File: config.mk
export PLATFORM = sky130hd
export DESIGN_NAME = jk_cmd_encoder
export DESIGN_NICKNAME = d
export VERILOG_FILES = /design/src/rtl/jk_cmd_pkg.sv /design/src/rtl/sync_fifo.sv /design/src/rtl/jk_cmd_encoder.sv
export SDC_FILE = /design/constraint.sdc
export NUM_CORES = 1
export LEC_CHECK = 0
export ABC_AREA = 1
export CAP_MARGIN = 10
export CORE_AREA = 3 3 90 92
export DETAILED_ROUTE_END_ITERATION = 7
export DIE_AREA = 0 0 93 95
export GPL_ROUTABILITY_DRIVEN = 0
export HOLD_SLACK_MARGIN = 0.03
export SLEW_MARGIN = 20
export SYNTH_ARGS = -nofsm -noshare
export SYNTH_HDL_FRONTEND = slang
export SYNTH_HIERARCHICAL = 1
export SYNTH_SLANG_ARGS = --single-unit
export TNS_END_PERCENT = 50
File: constraint.sdc
create_clock -name clk -period 5.55 [get_ports clk]
set_clock_uncertainty 0.15 [all_clocks]
set_input_delay 0.8325 -clock clk [delete_from_list [all_inputs] [get_ports clk]]
set_output_delay 0.8325 -clock clk [all_outputs]
set_load 0.1 [all_outputs]
File: src/rtl/jk_cmd_pkg.sv
// rtl/jk_cmd_pkg.sv - shared JK command encoding for the encoder and the JK flop bank
// Purpose: 2-bit per-lane JK command type ({j,k}) and the lane encoding rule.
// Ports: none (package).
package jk_cmd_pkg;

  typedef enum logic [1:0] {
    JK_HOLD   = 2'b00,
    JK_RESET  = 2'b01,
    JK_SET    = 2'b10,
    JK_TOGGLE = 2'b11
  } jk_cmd_e;

  // A lane that already matches its target holds; otherwise it either toggles
  // or is forced to the target value, depending on the caller's preference.
  function automatic jk_cmd_e jk_encode_lane(input logic target,
                                             input logic shadow,
                                             input logic toggle_pref);
    jk_cmd_e cmd;
    if (target == shadow) begin
      cmd = JK_HOLD;
    end else if (toggle_pref) begin
      cmd = JK_TOGGLE;
    end else if (target) begin
      cmd = JK_SET;
    end else begin
      cmd = JK_RESET;
    end
    return cmd;
  endfunction

endpackage

File: src/rtl/sync_fifo.sv
// rtl/sync_fifo.sv - synchronous FIFO with flush, no bypass
// Purpose: DEPTH-entry word queue; full/empty derived from wrap-bit pointers.
// Ports:
//   clk, reset (sync, active-low), flush (sync, active-high, drops all entries)
//   push/wdata : write side, ignored when full or flushing
//   pop/rdata  : read side, rdata is the current head, pop ignored when empty or flushing
//   full/empty : occupancy flags
module sync_fifo #(
  parameter int WIDTH = 8,
  parameter int DEPTH = 4
) (
  input  logic             clk,
  input  logic             reset,
  input  logic             flush,
  input  logic             push,
  input  logic [WIDTH-1:0] wdata,
  input  logic             pop,
  output logic [WIDTH-1:0] rdata,
  output logic             full,
  output logic             empty
);

  localparam int AW = $clog2(DEPTH);
  localparam logic [AW:0] PTR_ONE = (AW+1)'(1);

  logic [WIDTH-1:0] mem_q [DEPTH];
  logic [AW:0]      wr_ptr_q, wr_ptr_d;
  logic [AW:0]      rd_ptr_q, rd_ptr_d;
  logic             do_push;
  logic             do_pop;

  // Pointers carry one extra wrap bit so full and empty are distinguishable
  // when the index bits match.
  assign empty = (wr_ptr_q == rd_ptr_q);
  assign full  = (wr_ptr_q[AW] != rd_ptr_q[AW]) &&
                 (wr_ptr_q[AW-1:0] == rd_ptr_q[AW-1:0]);
  assign rdata = mem_q[rd_ptr_q[AW-1:0]];

  assign do_push = push && !full && !flush;
  assign do_pop  = pop && !empty && !flush;

  always_comb begin
    wr_ptr_d = wr_ptr_q;
    rd_ptr_d = rd_ptr_q;
    if (flush) begin
      wr_ptr_d = '0;
      rd_ptr_d = '0;
    end else begin
      if (do_push) wr_ptr_d = wr_ptr_q + PTR_ONE;
      if (do_pop)  rd_ptr_d = rd_ptr_q + PTR_ONE;
    end
  end

  always_ff @(posedge clk) begin
    if (!reset) begin
      wr_ptr_q <= '0;
      rd_ptr_q <= '0;
    end else begin
      wr_ptr_q <= wr_ptr_d;
      rd_ptr_q <= rd_ptr_d;
    end
  end

  // Storage needs no reset: entries are only observable between the pointers.
  always_ff @(posedge clk) begin
    if (do_push && reset) begin
      mem_q[wr_ptr_q[AW-1:0]] <= wdata;
    end
  end

endmodule

File: src/rtl/jk_cmd_encoder.sv
// rtl/jk_cmd_encoder.sv - turns a stream of target flop states into per-lane JK commands
// Purpose: queue targets, encode each against a shadow model of the flop bank,
//          present one registered command per cycle with valid/ready flow control.
// Ports:
//   clk, reset (sync, active-low), flush (sync, active-high)
//   in_valid/in_ready/in_target : target word input
//   toggle_pref                 : changed lanes use TOGGLE (1) or SET/RESET (0)
//   cmd_valid/cmd_ready         : command handshake
//   cmd_j/cmd_k/cmd_nop         : per-lane J and K, all-HOLD indicator
//   shadow_q                    : modelled flop state after all encoded commands
module jk_cmd_encoder
  import jk_cmd_pkg::*;
#(
  parameter int WIDTH = 8,
  parameter int DEPTH = 4
) (
  input  logic             clk,
  input  logic             reset,
  input  logic             in_valid,
  output logic             in_ready,
  input  logic [WIDTH-1:0] in_target,
  input  logic             toggle_pref,
  input  logic             flush,
  output logic             cmd_valid,
  input  logic             cmd_ready,
  output logic [WIDTH-1:0] cmd_j,
  output logic [WIDTH-1:0] cmd_k,
  output logic             cmd_nop,
  output logic [WIDTH-1:0] shadow_q
);

  logic [WIDTH-1:0] fifo_rdata;
  logic             fifo_full;
  logic             fifo_empty;
  logic             load;

  logic             cmd_valid_q, cmd_valid_d;
  logic [WIDTH-1:0] cmd_j_q, cmd_j_d;
  logic [WIDTH-1:0] cmd_k_q, cmd_k_d;
  logic             cmd_nop_q, cmd_nop_d;
  logic [WIDTH-1:0] shadow_d;
  logic [WIDTH-1:0] enc_j;
  logic [WIDTH-1:0] enc_k;

  assign in_ready = !fifo_full;

  // The output register refills whenever it is empty or being drained this
  // cycle; flush takes precedence so nothing is popped on a flush edge.
  assign load = !fifo_empty && (!cmd_valid_q || cmd_ready) && !flush;

  sync_fifo #(
    .WIDTH(WIDTH),
    .DEPTH(DEPTH)
  ) u_fifo (
    .clk   (clk),
    .reset (reset),
    .flush (flush),
    .push  (in_valid),
    .wdata (in_target),
    .pop   (load),
    .rdata (fifo_rdata),
    .full  (fifo_full),
    .empty (fifo_empty)
  );

  always_comb begin
    logic [1:0] lane;
    enc_j = '0;
    enc_k = '0;
    for (int i = 0; i < WIDTH; i++) begin
      lane     = jk_encode_lane(fifo_rdata[i], shadow_q[i], toggle_pref);
      enc_j[i] = lane[1];
      enc_k[i] = lane[0];
    end
  end

  always_comb begin
    cmd_valid_d = cmd_valid_q;
    cmd_j_d     = cmd_j_q;
    cmd_k_d     = cmd_k_q;
    cmd_nop_d   = cmd_nop_q;
    shadow_d    = shadow_q;
    if (flush) begin
      cmd_valid_d = 1'b0;
    end else if (load) begin
      cmd_valid_d = 1'b1;
      cmd_j_d     = enc_j;
      cmd_k_d     = enc_k;
      cmd_nop_d   = ((enc_j | enc_k) == '0);
      shadow_d    = fifo_rdata;
    end else if (cmd_ready) begin
      cmd_valid_d = 1'b0;
    end
  end

  always_ff @(posedge clk) begin
    if (!reset) begin
      cmd_valid_q <= 1'b0;
      cmd_j_q     <= '0;
      cmd_k_q     <= '0;
      cmd_nop_q   <= 1'b0;
      shadow_q    <= '0;
    end else begin
      cmd_valid_q <= cmd_valid_d;
      cmd_j_q     <= cmd_j_d;
      cmd_k_q     <= cmd_k_d;
      cmd_nop_q   <= cmd_nop_d;
      shadow_q    <= shadow_d;
    end
  end

  assign cmd_valid = cmd_valid_q;
  assign cmd_j     = cmd_j_q;
  assign cmd_k     = cmd_k_q;
  assign cmd_nop   = cmd_nop_q;

endmodule

==> impl_metrics.toml <==
[global_routing]
grt_start_max_net_pins = 30
grt_pass1_vias = 2100
globalRoute.totalOverflow = 0
grt_usage_pct = 14.26
grt_antenna_before_repair = 0
grt_first_pass_wirelength_um = 9839

[final_layout]
antenna-diode-count = 0
layout-drive-gt1-share_pct = 12.89
layout-area-overhead-vs-synth_pct = 23.32
finalNetCount = 371
fin_area_sq_um = 3580

[worst_setup_path]
critical_path.max_fanout = 5
critical_path.max_stage_delay_ns = 1.11
critical_path_buf_inv_count = 4
slowest_stage = "clkdlybuf4s50_1"
crit_arrival_ns = 2.29
critical-path-top-delay-family = "buffers and inverters"
crit_path_start_kind = "flip-flop"
cp_cell_sequence = "inv_2 -> nand2_1 -> nand2_1 -> nand3_2 -> inv_1 -> inv_1 -> clkdlybuf4s50_1"
setup.worst_path.class = "flip-flop to primary output"
endpoint_kind = "primary output"
critical_path_required_ns = 4.57
ff2ff_setup_slack_ns = 3.37

[logic_synthesis]
synth_most_common_cell = "nor2_1"
synthArstFlopShare_pct = 0
synth_cell_types = 33
synth.top_cell.area_share_pct = 33.10
postSynthCellCount = 310
synth-edff-count = 32
syn-mean-instance-area_sq_um = 9.364
synth_top_cell_by_area = "edfxtp_1"
synth_common_cells = "49 x nor2_1, 39 x o21ai_0, 38 x nand2_1"
synth.yosys.warnings = 6
syn_area_sq_um = 2903
synthesis.nets = 329
synth_sequential_area_ratio_pct = 56.55
dominantRegCellSynth = "dfxtp_1"
yosys_register_bits = 66
synthTopCellsByArea = "edfxtp_1 33%, dfxtp_1 23%, o21ai_0 6.7%"

[sta]
worst_hold_slack_ns = 0.3271
grt_setup_unrepaired = "no"
finalMaxSlewViolations = 0
setup_total_negative_slack_ns = 0
max-slew-margin-rel_pct = 34.67
setup-violations-final = 0
timing.final.hold_violations = 0
timing.fmax_mhz = 305.5
min_period_over_period_pct = 58.98
period_needed_ns = 3.274
timing_worst_slew_pin_value_ns = 0.9769

[clock_network]
clk_root_buffer_cell = "clkbuf_8"
postCtsSetupBuffers = 0
resized_cells_post_cts = 0
clkSinkCount = 66
tritoncts = "done"
insertion_delay_to_the_later_sink_of_the_worst_skew_pair_ns = 0.34
cts-hold-fix-buffers = 0
cts-buffers-inserted = 9
worst_setup_hold_path_clk_slew_ns = 0.08
cts_htree_levels = 3
cts_buffer_depth = 2

[routing]
vias = 2168
drtPass1Iterations = 4
route.detailed.vias_per_inst = 4.754
post-route-drc-count = 0
drtIter0Drc = 86
drt-total-wl_um = 5806
postRouteAntennaNets = 0
routedWlPerCell_um = 12.73

[floorplan]
die_width_um = 93
initial_core_util_pct = 39.81
fp-row-count = 31
die_h_um = 95
die_outline_area_sq_um = 8835
num_io_pins = 41
core-area_sq_um = 7292

[power]
overall_power_mw = 1.185
p_leak_nw = 1.338
vdd_ir_drop_max_v = 0.0001436
power_density_nw_per_um2 = 330.9

[placement]
post_dp_cell_area_sq_um = 3357
placement.io_buffers = 40
place.detailed.hpwl_um = 4118

[flow_run]
cap_viol_max_count = 0

[status]
result_of_the_run = "complete, no violations"

[min_path]
hold_path.class = "flip-flop to flip-flop"
==> stage by stage <==
stage	util, %	setup slack, ns	cells
floorplan	-	3.278	310
global placement	46.04	2.556	440
detailed placement	46.04	2.459	440
CTS	49.09	2.251	456
global route	49.09	2.116	456
finish	49.09	2.276	456
==> power breakdown <==
group | internal (mW) | leakage, nW | switching, mW
sequential | 0.525 | 0.566 | 0.0106
combinational | 0.0498 | 0.660 | 0.143
clock | 0.257 | 0.112 | 0.199
==> area by class of cell <==
type,instances,area (sq um)
timing repair buffer,40,400.4
tap,99,123.9
multi-input combinational,198,1047
inverter,37,143.9
clock buffer,9,123.9
clock inverter,7,98.84
sequential,66,1642
fill,713,3712
==> sequential cells by signal, summed over array words and instances (netlist names), named ones only <==
name             cells
cmd_k                8
cmd_valid            1
cmd_nop              1
u_fifo/wr_ptr_q      3
u_fifo/rd_ptr_q      3
shadow_q             8
u_fifo/mem_q        32
cmd_j                8
==> worst paths after layout <==
| path | startpoint | endpoint | cells after the start |
|---|---|---|---|
| worst min register to register | cmd_k[7] | cmd_k[7] | 2 |
| worst min-delay path | cmd_k[7] | cmd_k[7] | 2 |
| worst max-delay path | u_fifo/wr_ptr_q[1] | in_ready | 7 |
| worst max register to register | flip-flop | cmd_nop | 8 |
==> worst register-to-register path: stages, from the launching register on <==
cell and delay, ns:
dfxtp_1 0.68, inv_2 0.25, o21ai_0 0.23, o22ai_1 0.19, xnor2_1 0.27, nand3_1 0.11
nor2_1 0.13, nor2_1 0.05, nor2_1 0.07
==> metal layers <==
layer  wire (um)  global-route usage (%)  vias to the layer above
met5           0                       0                        -
met3         298                   3.426                        9
met4          96                   6.349                        0
met1        2902                   19.16                      993
li1            -                       -                     1117
met2        2508                   21.90                       49
==> placed cells by master, fill, tap and decap left out, drive strengths merged <==
| cell | instances |
|---|---|
| o22ai | 8 |
| nor2 | 58 |
| nand3 | 7 |
| inv | 40 |
| nand4 | 2 |
| edfxtp | 32 |
| ha | 5 |
| clkdlybuf4s50 | 40 |
| a21oi | 19 |
| clkbuf | 9 |
| clkinv | 2 |
| xnor2 | 3 |
| nor4 | 1 |
| o21ai | 40 |
| nor3 | 4 |
| a211oi | 6 |
| dfxtp | 34 |
| nand2 | 44 |
| or2 | 1 |
| bufinv | 2 |
==> cell families after synthesis <==
kind of cell	synth area share [%]
AND/OR/NAND/NOR	18.58
AO/OA/AOI/OAI	14.44
flip-flops	56.55
buffers and inverters	7.370
adder cells (fa/ha/maj)	2.155
XOR/XNOR	0.9053
No activity file was read; power rests on OpenSTA's default activity.
